--- config.mk ---
export PLATFORM = sky130hd
export DESIGN_NAME = aref_scheduler_flat
export DESIGN_NICKNAME = d
export VERILOG_FILES = /design/src/rtl/aref_scheduler_if.sv /design/src/rtl/aref_scheduler.sv /design/src/flat_wrapper.sv
export SDC_FILE = /design/constraint.sdc
export NUM_CORES = 1
export LEC_CHECK = 0
export CAP_MARGIN = 20
export CORE_AREA = 4 4 123 125
export DETAILED_ROUTE_END_ITERATION = 7
export DIE_AREA = 0 0 127 129
export GPL_ROUTABILITY_DRIVEN = 0
export PLACE_DENSITY = 0.91
export SLEW_MARGIN = 25
export SYNTH_ARGS = -nofsm -noshare
export SYNTH_HDL_FRONTEND = slang
export SYNTH_SLANG_ARGS = --single-unit
--- constraint.sdc ---
create_clock -name clk -period 6.62 [get_ports clk]
set_clock_uncertainty 0.2 [all_clocks]
set_input_delay 0.993 -clock clk [delete_from_list [all_inputs] [get_ports clk]]
set_output_delay 0.993 -clock clk [all_outputs]
set_load 0.01 [all_outputs]
--- src/rtl/aref_scheduler_if.sv ---
// Two-slot instruction handshake: a master presents up to two instructions per clk,
// and the slave accepts each slot in the same cycle.
interface aref_scheduler_if;
    logic        en0;
    logic        en1;
    logic [31:0] instr0;
    logic [31:0] instr1;
    logic        ack0;
    logic        ack1;

    modport master (output en0, en1, instr0, instr1, input ack0, ack1);
    modport slave  (input en0, en1, instr0, instr1, output ack0, ack1);
endinterface

--- src/rtl/aref_scheduler.sv ---
// Auto-refresh scheduler between the instruction FIFOs and instr_dispatcher.
// It inserts PREA + REF into idle host slots and holds the host off through tRP and tRFC.
module aref_scheduler #(
    parameter int unsigned TRP_CYC  = 8,
    parameter int unsigned MAX_OWED = 8,
    parameter int unsigned CS_WIDTH = 1
) (
    input  logic                    clk,
    input  logic                    rst,
    aref_scheduler_if.slave         host_if,
    aref_scheduler_if.master        disp_if,
    input  logic                    aref_set_interval_i,
    input  logic [27:0]             aref_interval_i,
    input  logic                    aref_set_trfc_i,
    input  logic [27:0]             aref_trfc_i,
    output logic                    refresh_busy_o,
    output logic [3:0]              owed_count_o,
    output logic                    aref_overflow_o
);
    // Layout: [31:28] opcode, then the CS field, then CKE, WE_n, CAS_n, RAS_n; row address at ROW_OFFSET.
    localparam logic [3:0]  DDR_INSTR  = 4'h1;
    localparam int          ROW_OFFSET = 0;
    localparam int          CKE_BIT    = 27 - int'(CS_WIDTH);
    localparam int          WE_BIT     = 26 - int'(CS_WIDTH);
    localparam int          CAS_BIT    = 25 - int'(CS_WIDTH);
    localparam logic [31:0] INSTR_PREA = {DDR_INSTR, 28'd0} | (32'd1 << CKE_BIT)
                                       | (32'd1 << CAS_BIT) | (32'd1 << (ROW_OFFSET + 10));
    localparam logic [31:0] INSTR_REF  = {DDR_INSTR, 28'd0} | (32'd1 << CKE_BIT) | (32'd1 << WE_BIT);
    localparam logic [3:0]  OWED_MAX   = 4'(MAX_OWED);
    localparam logic [27:0] TRP_LOAD   = 28'(TRP_CYC - 1);

    typedef enum logic [2:0] {S_PASS, S_PRE, S_TRP, S_REF, S_TRFC} state_t;

    state_t      state_q, state_d;
    logic [27:0] interval_q, interval_d;
    logic [27:0] trfc_q, trfc_d;
    logic [27:0] icnt_q, icnt_d;
    logic [27:0] wcnt_q, wcnt_d;
    logic [3:0]  owed_q, owed_d;
    logic        ovf_q, ovf_d;
    logic        tick;
    logic        ref_acc;

    assign tick    = (interval_q != 28'd0) && (icnt_q == interval_q - 28'd1);
    assign ref_acc = (state_q == S_REF) && disp_if.ack0;

    always_ff @(posedge clk) begin
        if (rst) begin
            state_q    <= S_PASS;
            interval_q <= 28'd0;
            trfc_q     <= 28'd0;
            icnt_q     <= 28'd0;
            wcnt_q     <= 28'd0;
            owed_q     <= 4'd0;
            ovf_q      <= 1'b0;
        end else begin
            state_q    <= state_d;
            interval_q <= interval_d;
            trfc_q     <= trfc_d;
            icnt_q     <= icnt_d;
            wcnt_q     <= wcnt_d;
            owed_q     <= owed_d;
            ovf_q      <= ovf_d;
        end
    end

    always_comb begin
        interval_d = aref_set_interval_i ? aref_interval_i : interval_q;
        trfc_d     = aref_set_trfc_i ? aref_trfc_i : trfc_q;
        if (aref_set_interval_i || interval_q == 28'd0 || tick) icnt_d = 28'd0;
        else                                                     icnt_d = icnt_q + 28'd1;
        owed_d = owed_q;
        ovf_d  = ovf_q;
        if (tick && !ref_acc) begin
            if (owed_q == OWED_MAX) ovf_d  = 1'b1;
            else                    owed_d = owed_q + 4'd1;
        end else if (!tick && ref_acc) begin
            owed_d = owed_q - 4'd1;
        end
    end

    // wcnt holds the wait cycles still to run, so PREA at T gives REF at T+TRP_CYC.
    always_comb begin
        state_d = state_q;
        wcnt_d  = wcnt_q;
        unique case (state_q)
            S_PASS: if (owed_q != 4'd0 && !host_if.en0 && !host_if.en1) state_d = S_PRE;
            S_PRE: begin
                if (disp_if.ack0) begin
                    if (TRP_CYC <= 1) begin
                        state_d = S_REF;
                    end else begin
                        state_d = S_TRP;
                        wcnt_d  = TRP_LOAD;
                    end
                end
            end
            S_TRP: begin
                wcnt_d = wcnt_q - 28'd1;
                if (wcnt_q == 28'd1) state_d = S_REF;
            end
            S_REF: begin
                if (disp_if.ack0) begin
                    if (trfc_q <= 28'd1) begin
                        state_d = S_PASS;
                    end else begin
                        state_d = S_TRFC;
                        wcnt_d  = trfc_q - 28'd1;
                    end
                end
            end
            S_TRFC: begin
                wcnt_d = wcnt_q - 28'd1;
                if (wcnt_q == 28'd1) state_d = S_PASS;
            end
            default: state_d = S_PASS;
        endcase
    end

    always_comb begin
        disp_if.en0    = 1'b0;
        disp_if.en1    = 1'b0;
        disp_if.instr0 = 32'd0;
        disp_if.instr1 = 32'd0;
        host_if.ack0   = 1'b0;
        host_if.ack1   = 1'b0;
        unique case (state_q)
            S_PASS: begin
                disp_if.en0    = host_if.en0;
                disp_if.en1    = host_if.en1;
                disp_if.instr0 = host_if.instr0;
                disp_if.instr1 = host_if.instr1;
                host_if.ack0   = disp_if.ack0;
                host_if.ack1   = disp_if.ack1;
            end
            S_PRE: begin
                disp_if.en0    = 1'b1;
                disp_if.instr0 = INSTR_PREA;
            end
            S_REF: begin
                disp_if.en0    = 1'b1;
                disp_if.instr0 = INSTR_REF;
            end
            default: ;
        endcase
    end

    assign refresh_busy_o  = (state_q != S_PASS);
    assign owed_count_o    = owed_q;
    assign aref_overflow_o = ovf_q;
endmodule

--- src/flat_wrapper.sv ---
// flat-port wrapper written by rule: the top's interface ports become plain ports
module aref_scheduler_flat 
#(
    parameter int unsigned TRP_CYC  = 8,
    parameter int unsigned MAX_OWED = 8,
    parameter int unsigned CS_WIDTH = 1
)
  (clk, rst, aref_set_interval_i, aref_interval_i, aref_set_trfc_i, aref_trfc_i, refresh_busy_o, owed_count_o, aref_overflow_o, host_if_en0, host_if_en1, host_if_instr0, host_if_instr1, host_if_ack0, host_if_ack1, disp_if_en0, disp_if_en1, disp_if_instr0, disp_if_instr1, disp_if_ack0, disp_if_ack1);
  aref_scheduler_if host_if_i ();
  aref_scheduler_if disp_if_i ();
  input  logic clk;
  input  logic rst;
  input  logic aref_set_interval_i;
  input  logic [27:0] aref_interval_i;
  input  logic aref_set_trfc_i;
  input  logic [27:0] aref_trfc_i;
  output logic refresh_busy_o;
  output logic [3:0] owed_count_o;
  output logic aref_overflow_o;
  input wire logic [$bits(host_if_i.en0)-1:0] host_if_en0;
  input wire logic [$bits(host_if_i.en1)-1:0] host_if_en1;
  input wire logic [$bits(host_if_i.instr0)-1:0] host_if_instr0;
  input wire logic [$bits(host_if_i.instr1)-1:0] host_if_instr1;
  output wire logic [$bits(host_if_i.ack0)-1:0] host_if_ack0;
  output wire logic [$bits(host_if_i.ack1)-1:0] host_if_ack1;
  output wire logic [$bits(disp_if_i.en0)-1:0] disp_if_en0;
  output wire logic [$bits(disp_if_i.en1)-1:0] disp_if_en1;
  output wire logic [$bits(disp_if_i.instr0)-1:0] disp_if_instr0;
  output wire logic [$bits(disp_if_i.instr1)-1:0] disp_if_instr1;
  input wire logic [$bits(disp_if_i.ack0)-1:0] disp_if_ack0;
  input wire logic [$bits(disp_if_i.ack1)-1:0] disp_if_ack1;
  assign host_if_i.en0 = host_if_en0;
  assign host_if_i.en1 = host_if_en1;
  assign host_if_i.instr0 = host_if_instr0;
  assign host_if_i.instr1 = host_if_instr1;
  assign host_if_ack0 = host_if_i.ack0;
  assign host_if_ack1 = host_if_i.ack1;
  assign disp_if_en0 = disp_if_i.en0;
  assign disp_if_en1 = disp_if_i.en1;
  assign disp_if_instr0 = disp_if_i.instr0;
  assign disp_if_instr1 = disp_if_i.instr1;
  assign disp_if_i.ack0 = disp_if_ack0;
  assign disp_if_i.ack1 = disp_if_ack1;
  aref_scheduler #(.TRP_CYC(TRP_CYC), .MAX_OWED(MAX_OWED), .CS_WIDTH(CS_WIDTH)) u_core (.clk(clk), .rst(rst), .host_if(host_if_i), .disp_if(disp_if_i), .aref_set_interval_i(aref_set_interval_i), .aref_interval_i(aref_interval_i), .aref_set_trfc_i(aref_set_trfc_i), .aref_trfc_i(aref_trfc_i), .refresh_busy_o(refresh_busy_o), .owed_count_o(owed_count_o), .aref_overflow_o(aref_overflow_o));
endmodule
==> metrics.txt <==
status=completed; worst reg2reg path depth=15; Worst Tran Pin Value=roughly 1000 ps; FF+latch count, synth=120; routed vias/inst=about 5.7; core box area=13900 um^2; CP required=between 6000 and 7000 ps; Seq. cell area=2400 um^2; most frequent cell after synthesis=nor2_1; drt total wl=around 21 mm; DRT iter0 DRCs=around 630; worst setup path endpoint=u_core.owed_count_o[3]; drt wl/cell=16.5 um; clock buffer count from CTS=17; Main synth FF type=dfxtp_1; Post-route DRC=0; Period minus WS final=4550 ps; P per Cell Area=211 nW/um^2; placed cells=1265; hold buffer count at cts=0; Clock Tree Buf Depth=2; crit path kind=reg -> reg; Hold Path Stages=2; largest net degree at the start of global routing=67; syn avg cell area=between 7 and 8 um^2; highest cell delay on the worst timing path=~580 ps; first-pass GRT wire length=between 30 and 40 mm; H-Tree Depth=4; Cell variety after synth=60; crit start category=flip-flop; area delta synth->final=37.6%; Critical Path Sink Type=flip-flop; RSZ-0062 raised after global routing=false; fraction of layout cells with a size suffix above 1=roughly 5.0%; Synth area leader=dfxtp_1; cells along the critical path=inv_1 -> ha_1 -> nor3b_1 -> nand3_1 -> or4_1 -> o211a_1 -> a211oi_1 -> o2111ai_2 -> nand2b_1 -> ha_1 -> a21o_1 -> a21oi_1 -> or4b_1 -> o21a_1 -> a21oi_1; VDD IR-drop max=between 0.15 and 0.2 mV; hold wc startpoint=u_core.wcnt_q[4]; die width=between 100 and 150 um; fmax=220 MHz; ys async rst share=0%; flop2flop setup slack=about 2100 ps; Min-Delay Path Class=reg -> reg; largest cells by area after synthesis=dfxtp_1, nor2_1, mux2i_1; via count=7332; initial antenna violation count=0; setup TNS=0 ps; nets@finish=roughly 1200; total gr overflow=0; post-route ant nets=0; slowest CP cell=nor3b_1; Num Clock Sinks=120; # diodes=0; max-cap viol count=0; worst hold slack=285 ps; CP Buf/Inv Count=1; Finished Layout Cells=1297; Final Max Tran Viols=0; drt first pass iters=7; yosys warns=0; I/O pin count=about 200; Filler cells=approximately 1000; post-CTS setup buffers=0; HPWL Detailed=about 16 mm; Slew headroom=between 30% and 40%; TritonCTS clock tree=built; Total GRT Usage=between 20% and 30%; Reg clk slew, reported paths=around 50 ps; Commonest cells post-synth=nor2_1, dfxtp_1, and2_1, nand2_1, xnor2_1; EDFF count, synth=0; cts repair resizes=0; vias in the first global route=slightly below 7000; post-synth top area share=approximately 33%; initial core utilization=a little over half; die height=between 100 and 150 um; row cnt=between 40 and 50; clock root cell=clkbuf_16; Critical Path Stages=15; CP Max Fanout=7; kind of cell adding the most delay to the critical path=simple AND/OR/NAND/NOR gates; Worst setup startpoint=u_core.interval_q[0]; R2R Path Start=u_core.interval_q[0]; period utilization=68.7%; Mapped Area=around 7300 um^2; Leakage=3.82 nW; synthesized netlist cell count=between 900 and 1000; CP arrival=~4700 ps; clk_lat worst skew=between 400 and 500 ps; Worst R2R End=u_core.owed_count_o[3]; Seq/Total Area, Yosys=around 33%; hold violation count in the final report=0; Synthesized Nets=about 1100; input/output buffers=between 200 and 250; final number of setup-violating endpoints=0; Finished Core Util=72.2%; DIE AREA=between 15000 and 20000 um^2; multi-input logic area=around 4700 um^2
[metrics by stage]
step	power, W	cell area [um^2]	setup WS (ps)
finish	0.00211	10000	2070
detailed placement	0.00112	9390	2130
global placement	0.00111	9390	2270
floorplan	0.000956	7290	2610
global route	0.00218	10000	1660
CTS	0.00211	10000	2120
[routing by layer]
layer,part of all wire (%),track usage (%),vias up
met5,0,0,-
met3,6.7,5.77,53
met4,2.5,9.72,0
met2,50,44.5,303
met1,40,30.0,3383
li1,-,-,3593
[registers in the layout, summed over array words and instances (netlist names)]
| signal | cells |
|---|---|
| u_core.aref_overflow_o | 1 |
| u_core.wcnt_q | 28 |
| u_core.owed_count_o | 4 |
| u_core.trfc_q | 28 |
| u_core.icnt_q | 28 |
| u_core.interval_q | 28 |
| u_core.state_q | 3 |
[worst min-delay path by stage]
stage	to	slack [ps]
2_1_floorplan	u_core.wcnt_q[4]	250
3_3_place_gp	u_core.wcnt_q[4]	260
3_5_place_dp	u_core.wcnt_q[23]	280
4_1_cts	u_core.wcnt_q[4]	290
5_1_grt	u_core.wcnt_q[23]	310
6_report	u_core.wcnt_q[4]	290
[worst reg2reg max path, delay by kind of cell, from the launching register on]
family | cells | cell delay [ps]
adders and majority gates | 2 | 520
and+or+nand+nor | 5 | 2210
DFF | 1 | 350
buffers and inverters | 1 | 110
AOI/OAI and AO/OA | 7 | 1080
[logic make-up after synthesis]
logic type,share of synthesized area [%]
AO/OA/AOI/OAI,11.5
XOR/XNOR,11.1
adder cells (fa/ha/maj),1.82
buffers and inverters,3.25
flip-flops,33.0
multiplexers,8.26
AND/OR/NAND/NOR,31.1
[where the power goes]
group / internal [W] / switching [W] / leakage, nW
logic: 0.000189 / 0.000145 / 2.54
registers: 0.000744 / 0.0000309 / 0.978
clock network: 0.000642 / 0.000361 / 0.303
[cell type report]
| class | instances | area share (%) |
|---|---|---|
| multi-input cells | 743 | 46.4 |
| flip-flops and latches | 120 | 24.0 |
| repair buffers | 207 | 20.5 |
| clock buffers | 18 | 4.38 |
| well taps | 180 | 2.25 |
| clock inverters | 14 | 1.96 |
| inverters | 15 | 0.561 |
[layout by cell type, fill, tap and decap left out, drive strengths merged, types with 9 or more instances in the layout]
master and instances:
nor2 160, clkdlybuf4s50 200, inv 18, o21ai 36, dfxtp 120, nand2 61
xnor2 61, clkbuf 18, ha 9, and3 10, or4 12, or3 12
xor2 31, a22oi 15, o22ai 12, mux2i 59, nor3 39, a21oi 26
nand3 24, and2 66, nor4 28
(Power assumes the default switching activity.)
